<file path="src/rtl/wb_port_arbiter.sv">
// wb_port_arbiter: shares the RF write port between the WB stage
// and long-latency results held in a 2-entry in-order buffer.
package wb_port_arbiter_pkg;
  typedef struct packed {
    logic [4:0]  rd;
    logic [31:0] data;
  } wb_ent_t;

  typedef enum logic {
    NORMAL  = 1'b0,
    STARVED = 1'b1
  } starve_st_t;
endpackage

module wb_port_arbiter
  import wb_port_arbiter_pkg::*;
#(
  parameter int unsigned STARVE_LIMIT = 4
) (
  input  logic        clk,
  input  logic        reset,
  input  logic        pipe_we,
  input  logic [4:0]  pipe_rd,
  input  logic [31:0] pipe_data,
  input  logic        ext_valid,
  input  logic [4:0]  ext_rd,
  input  logic [31:0] ext_data,
  output logic        ext_ready,
  output logic        rf_we,
  output logic [4:0]  rf_waddr,
  output logic [31:0] rf_wdata,
  output logic        stall_req,
  output logic [31:0] rd_busy
);

  localparam logic [3:0] LIMIT = 4'(STARVE_LIMIT);

  wb_ent_t    ent_q [2];
  wb_ent_t    ent_n [2];
  wb_ent_t    push_ent;
  logic [1:0] count_q;
  logic [1:0] count_n;
  logic [3:0] age_q;
  logic [3:0] age_n;
  starve_st_t st_q;
  starve_st_t st_n;
  logic       stall_n;

  logic        pipe_eff;
  logic        push;
  logic        pop;
  logic        keep0;
  logic        keep1;
  logic        rf_we_n;
  logic [4:0]  rf_waddr_n;
  logic [31:0] rf_wdata_n;

  assign ext_ready = (count_q != 2'd2);
  assign pipe_eff  = pipe_we && (pipe_rd != 5'd0);
  assign push      = ext_valid && ext_ready && (ext_rd != 5'd0);
  assign pop       = !pipe_eff && (count_q != 2'd0);
  assign push_ent  = {ext_rd, ext_data};

  // A pipe write is always younger than buffered entries: kill older WAW
  assign keep0 = (count_q != 2'd0) && !pop &&
                 !(pipe_eff && (ent_q[0].rd == pipe_rd));
  assign keep1 = (count_q == 2'd2) &&
                 !(pipe_eff && (ent_q[1].rd == pipe_rd));

  always_comb begin
    ent_n   = ent_q;
    count_n = 2'(keep0) + 2'(keep1) + 2'(push);
    if (keep0) begin
      ent_n[1] = keep1 ? ent_q[1] : push_ent;
    end else if (keep1) begin
      ent_n[0] = ent_q[1];
      ent_n[1] = push_ent;
    end else begin
      ent_n[0] = push_ent;
    end
  end

  always_comb begin
    age_n = 4'd0;
    if (keep0) begin
      age_n = (age_q >= LIMIT) ? LIMIT : age_q + 4'd1;
    end
  end

  always_comb begin
    rf_we_n    = 1'b0;
    rf_waddr_n = rf_waddr;
    rf_wdata_n = rf_wdata;
    unique case (1'b1)
      pipe_eff: begin
        rf_we_n    = 1'b1;
        rf_waddr_n = pipe_rd;
        rf_wdata_n = pipe_data;
      end
      pop: begin
        rf_we_n    = 1'b1;
        rf_waddr_n = ent_q[0].rd;
        rf_wdata_n = ent_q[0].data;
      end
      default: ;
    endcase
  end

  always_ff @(posedge clk or negedge reset) begin
    if (!reset) begin
      ent_q[0] <= '0;
      ent_q[1] <= '0;
      count_q  <= 2'd0;
      age_q    <= 4'd0;
      rf_we    <= 1'b0;
      rf_waddr <= 5'd0;
      rf_wdata <= 32'd0;
    end else begin
      ent_q    <= ent_n;
      count_q  <= count_n;
      age_q    <= age_n;
      rf_we    <= rf_we_n;
      rf_waddr <= rf_waddr_n;
      rf_wdata <= rf_wdata_n;
    end
  end

  always_ff @(posedge clk or negedge reset) begin
    if (!reset) begin
      st_q      <= NORMAL;
      stall_req <= 1'b0;
    end else begin
      st_q      <= st_n;
      stall_req <= stall_n;
    end
  end

  // Only a head that is still waiting may enter or stay in STARVED
  always_comb begin
    st_n = st_q;
    unique case (st_q)
      NORMAL:  if (keep0 && (age_q >= LIMIT)) st_n = STARVED;
      STARVED: if (!keep0) st_n = NORMAL;
      default: st_n = NORMAL;
    endcase
  end

  always_comb begin
    stall_n = (st_n == STARVED);
  end

  always_comb begin
    rd_busy = 32'd0;
    if (count_q != 2'd0) rd_busy[ent_q[0].rd] = 1'b1;
    if (count_q == 2'd2) rd_busy[ent_q[1].rd] = 1'b1;
  end

endmodule

</file>
<file path="config.mk">
export PLATFORM = sky130hd
export DESIGN_NAME = wb_port_arbiter
export DESIGN_NICKNAME = d
export VERILOG_FILES = /design/src/rtl/wb_port_arbiter.sv
export SDC_FILE = /design/constraint.sdc
export NUM_CORES = 1
export LEC_CHECK = 0
export ABC_AREA = 1
export CAP_MARGIN = 20
export CORE_ASPECT_RATIO = 1.1
export CORE_MARGIN = 4
export CORE_UTILIZATION = 50
export CTS_CLUSTER_DIAMETER = 80
export DETAILED_ROUTE_END_ITERATION = 8
export GPL_ROUTABILITY_DRIVEN = 0
export PLACE_DENSITY_LB_ADDON = 0.08
export SETUP_SLACK_MARGIN = 0.5
export SYNTH_ARGS = -nofsm -noshare
export SYNTH_HDL_FRONTEND = slang
export SYNTH_SLANG_ARGS = --single-unit
</file>
<file path="constraint.sdc">
create_clock -name clk -period 1.8 [get_ports clk]
set_input_delay 0.18 -clock clk [delete_from_list [all_inputs] [get_ports clk]]
set_output_delay 0.18 -clock clk [all_outputs]
set_load 0.05 [all_outputs]
</file>
==> results.toml, run 1 <==
[global_route]
pin_count_of_the_biggest_net_entering_global_routing = 39
grt_overflow = 218
grt_use_total_pct = 83.2
grt_antenna_before_repair = 3

[clock_tree]
numCtsBuffers = 17
cts.htree.levels = 4
clockRootBuffer = "clkbuf_16"
cts.path.max_buffers = 2
numClockSinks = 119

[logic_synthesis]
yosysUniqueCellTypes = 25
seq_area_frac_synth_pct = 48.9
synth.avg_cell_area_sq_um = 7.55
synth_cells = 806
synthesis.nets = 886
synthesis.area_sq_mm = 0.00608
postSynthRegisterBits = 119
warnings_from_yosys = 0

[floorplanning]
core.rowCount = 42
die_height_microns = 124
start_util_pct = 50.8
floorplan.die.width_microns = 113
pin_count = 150

[run_status]
haltStage = "global routing"
status = "did not finish"
toolErrorMsg = "[ERROR GRT-0232] Routing congestion too high. Check the congestion heatmap in the GUI."

[placement]
detailedPlacementHpwl_microns = 14200
portBuffers = 149
dpl-instance-area_sq_mm = 0.00895
dp_worst_setup_slack_ps = -240

[timing]
worst_endpoint = "rd_busy[23]"
worst_endpoint_kind = "output port"
==> cell families after synthesis <==
group,count (synthesis),share of synthesized area [%]
AND/OR/NAND/NOR,542,38.9
flip-flops,119,48.9
buffers and inverters,100,7.69
AO/OA/AOI/OAI,37,3.25
XOR/XNOR,5,0.720
adder cells (fa/ha/maj),2,0.411
other,1,0.0616
==> through the flow <==
step / hold slack [ps] / utilization, % / cells
after floorplan: -116 / - / 806
after global placement: 193 / 74.7 / 1122
after detailed placement: 196 / 74.7 / 1122
after CTS: 317 / 81.2 / 1165
==> repair_timing <==
item	in CTS
buffers inserted	9
setup endpoints to repair	187
pin swaps	9
gates resized for setup	252
hold buffers	1
endpoints found under the hold margin	33
gates cloned	1
==> per-layer routing <==
metal	track usage, %	GRT overflow
met5	34.4	0
met4	92.8	93
met3	69.9	2
met2	99.3	120
met1	78.3	3
==> cells in the mapped netlist, drive strengths merged <==
library cell / count / share of area (%)
buf: 31 / 3.4
clkbuf: 13 / 0.80
conb: 1 / 0.062
dfrtp: 119 / 49
ha: 2 / 0.41
inv: 56 / 3.5
nand2: 349 / 22
nand3: 128 / 11
nand3b: 32 / 3.9
nand4: 3 / 0.31
nor2: 19 / 1.3
nor3: 11 / 0.90
o211ai: 4 / 0.49
o21ai: 32 / 2.6
o21bai: 1 / 0.12
xnor2: 3 / 0.43
xor2: 2 / 0.29
==> run 2, diff against run 1 <==
- CORE_ASPECT_RATIO: 1.1 -> unset
- CORE_UTILIZATION: 50 -> 40
- CTS_CLUSTER_DIAMETER: 80 -> unset
- PLACE_DENSITY_LB_ADDON: 0.08 -> 0.15
- SETUP_SLACK_MARGIN: 0.5 -> unset
==> run 2 against run 1 <==
Effect of this change: the flow now finishes, with violations (negative setup slack); synthesized cell count is the same; synthesized area is the same.
==> results.toml, run 2 <==
[run_status]
status = "complete, but fails checks"
violated_checks = "negative setup slack"

[floorplanning]
die_height_microns = 131
pin_count = 150
core_sq_mm = 0.0147
core.rowCount = 44
die_area_sq_mm = 0.0172
floorplan.die.width_microns = 131
start_util_pct = 41.4

[timing]
final_hold_viols = 0
period_minus_slack_ps = 1910
fin_skew_ps = 7.43
tightestPinTransition_ps = 523
slew-limit-headroom_pct = 65.1
timing.setup.tns_ps = -2990
min_period_over_period_pct = 106
final_max_slew_viol_count = 0
grt_setup_unrepaired = "true"
setup_violations_final = 43
setup_ws_ps = -113
fmaxAchievable_mhz = 523

[logic_synthesis]
synth.area.top_cells = "dfrtp_1 49%, nand2_1 21%, nand3_1 10%, nand3b_1 3.9%, inv_1 3.2%"
synthesis.area_sq_mm = 0.00608
netlist_top_cells_count = "344 x nand2_1, 126 x nand3_1, 119 x dfrtp_1"
synth.avg_cell_area_sq_um = 7.55
synthesis.nets = 886
dominantRegCellSynth = "dfrtp_1"
synth_edf_count = 0
postSynthRegisterBits = 119
synth_cells = 806
yosysUniqueCellTypes = 25
synth_top_area_share_pct = 48.9
synthMostInstantiatedCell = "nand2_1"
warnings_from_yosys = 0
seq_area_frac_synth_pct = 48.9
async_reset_ff_share_pct = 100
yosys.area.top_type = "dfrtp_1"

[detailed_routing]
drt_iter0_markers = 402
wirelength_microns = 18900
avgRoutedWirePerCell_microns = 15.6
postRouteAntennaNets = 0
detail_route.first_pass.iterations = 5
vias_per_cell = 5.05
vias = 6100
detail_route.drc_violations = 0

[worst_hold_path]
timing.hold.worst.class = "input port to asynchronous set/reset pin"

[finish]
layout.filler_cells = 1214
nNetsFinal = 1094
largest_reg_flops = 74
area.sequential_sq_mm = 0.00298
proportion_of_layout_cells_with_a_drive_suffix_above_1_pct = 27.7
area_delta_synth_final_pct = 62.6
diodes = 0
multi_input_area_sq_mm = 0.00342
largestRegisters = "ent_q: 74 flops, rf_wdata: 32 flops, rf_waddr: 5 flops"
regMostFlops = "ent_q"
layout.cells.most_common_list = "282 x nand2_1, 117 x nand3_1, 116 x dfrtp_1"
mostFrequentLayoutCell = "nand2_1"

[setup_path]
rrSetupSlack_ps = -30
r2r.worst_path.cells = 11
startpoint = "count_q[1]"
timing.critical_path.fanout_max = 8
critical_path.reg2reg.endpoint = "ent_q[16]"
worstSetupEndpoint = "rd_busy[31]"
worstPathRequired_ps = 1620
critical_path_data_arrival_time_ps = 1730
critPathKind = "flop to primary output"
rr_startpoint = "ent_q[71]"
setup.worst_path.end_class = "primary output"
critical_path.startpoint_type = "flop"

[global_route]
vias_in_the_first_global_route = 6165
pin_count_of_the_biggest_net_entering_global_routing = 45
grt_antenna_before_repair = 0
grt_pass1_wl_microns = 30800
grt_use_total_pct = 22.0
grt_overflow = 0

[job]
max_cap_viol_count = 0

[clock_tree]
cts_tree = "yes"
clk-insertion-delay-late_ps = 420
cts.htree.levels = 4
numCtsBuffers = 17
numClockSinks = 119
clockRootBuffer = "clkbuf_16"
cts.path.max_buffers = 2
clk_pin_slew_worst_paths_ps = 50

[placement]
portBuffers = 149
detailedPlacementHpwl_microns = 12800
dp_worst_setup_slack_ps = -186

[power]
worst_ir_drop_vdd_v = 0.00103
power.density_mw_per_mm2 = 1670
total_leakage_power_nw = 4.82
run 2: cell counts after synthesis:
Identical to the previous run, type by type.
run 2: where the power goes:
part	switching [W]	total [W]	internal, W
Clock	0.00118	0.00315	0.00197
Combinational	0.00537	0.00878	0.00342
Sequential	0.000697	0.00459	0.00389
Total	0.00724	0.0165	0.00929
run 2: worst min-delay path by stage:
| stage | end |
|---|---|
| after floorplan | age_q[0] |
| after global placement | rf_wdata[26] |
| after detailed placement | rf_wdata[28] |
| after CTS | ent_q[63] |
| after global routing | rf_wdata[28] |
| final | rf_wdata[28] |
run 2: layout make-up:
cell class                 count  area share, %
timing repair buffer         233           25.3
sequential                   119           30.1
multi-input combinational    587           34.5
tap                          184           2.33
inverter                      56           2.18
clock inverter                 9          0.784
clock buffer                  21           4.76
run 2: per-stage QoR:
stage	power (W)	util [%]	instance area (sq um)	hold slack, ps	cells
floorplan	0.00929	-	6400	-116	806
global placement	0.0120	57.5	8450	141	1159
detailed placement	0.0121	57.5	8450	138	1159
CTS	0.0158	64.1	9420	251	1200
global route	0.0175	67.3	9890	270	1209
finish	0.0165	67.3	9890	241	1209
run 2: worst max-delay path, stage by stage (launching register included):
cell	delay, ps
dfrtp_1	410
nor2_4	180
inv_1	90
nand2_2	100
nor2_1	50
buf_4	170
nand2_1	110
o21ai_4	70
buf_8	150
run 2: timing repair:
action                     CTS  global route
hold endpoints to repair    25             0
gates resized for setup     76           103
setup endpoints to repair   33           120
pin swaps                    6             9
cloned                       0             3
hold buffers                 1             0
setup buffers               10             6
run 2: kinds of logic (layout without fill, tap and decap cells):
logic type	Yosys count	count (layout)	synth area share [%]
buffers and inverters	100	319	7.69
DFF	119	119	48.9
adders and majority gates	2	2	0.411
other	1	1	0.0616
and+or+nand+nor	542	542	38.9
xor gates and xnor gates	5	5	0.720
AOI/OAI and AO/OA	37	37	3.25
run 2: metal layers:
metal | track usage (%) | wire, microns
met1 | 28.7 | 8480
met3 | 5.31 | 795
met2 | 36.8 | 9390
met5 | 0 | 0
met4 | 5.89 | 230
Power figures use the tool's default switching activity.
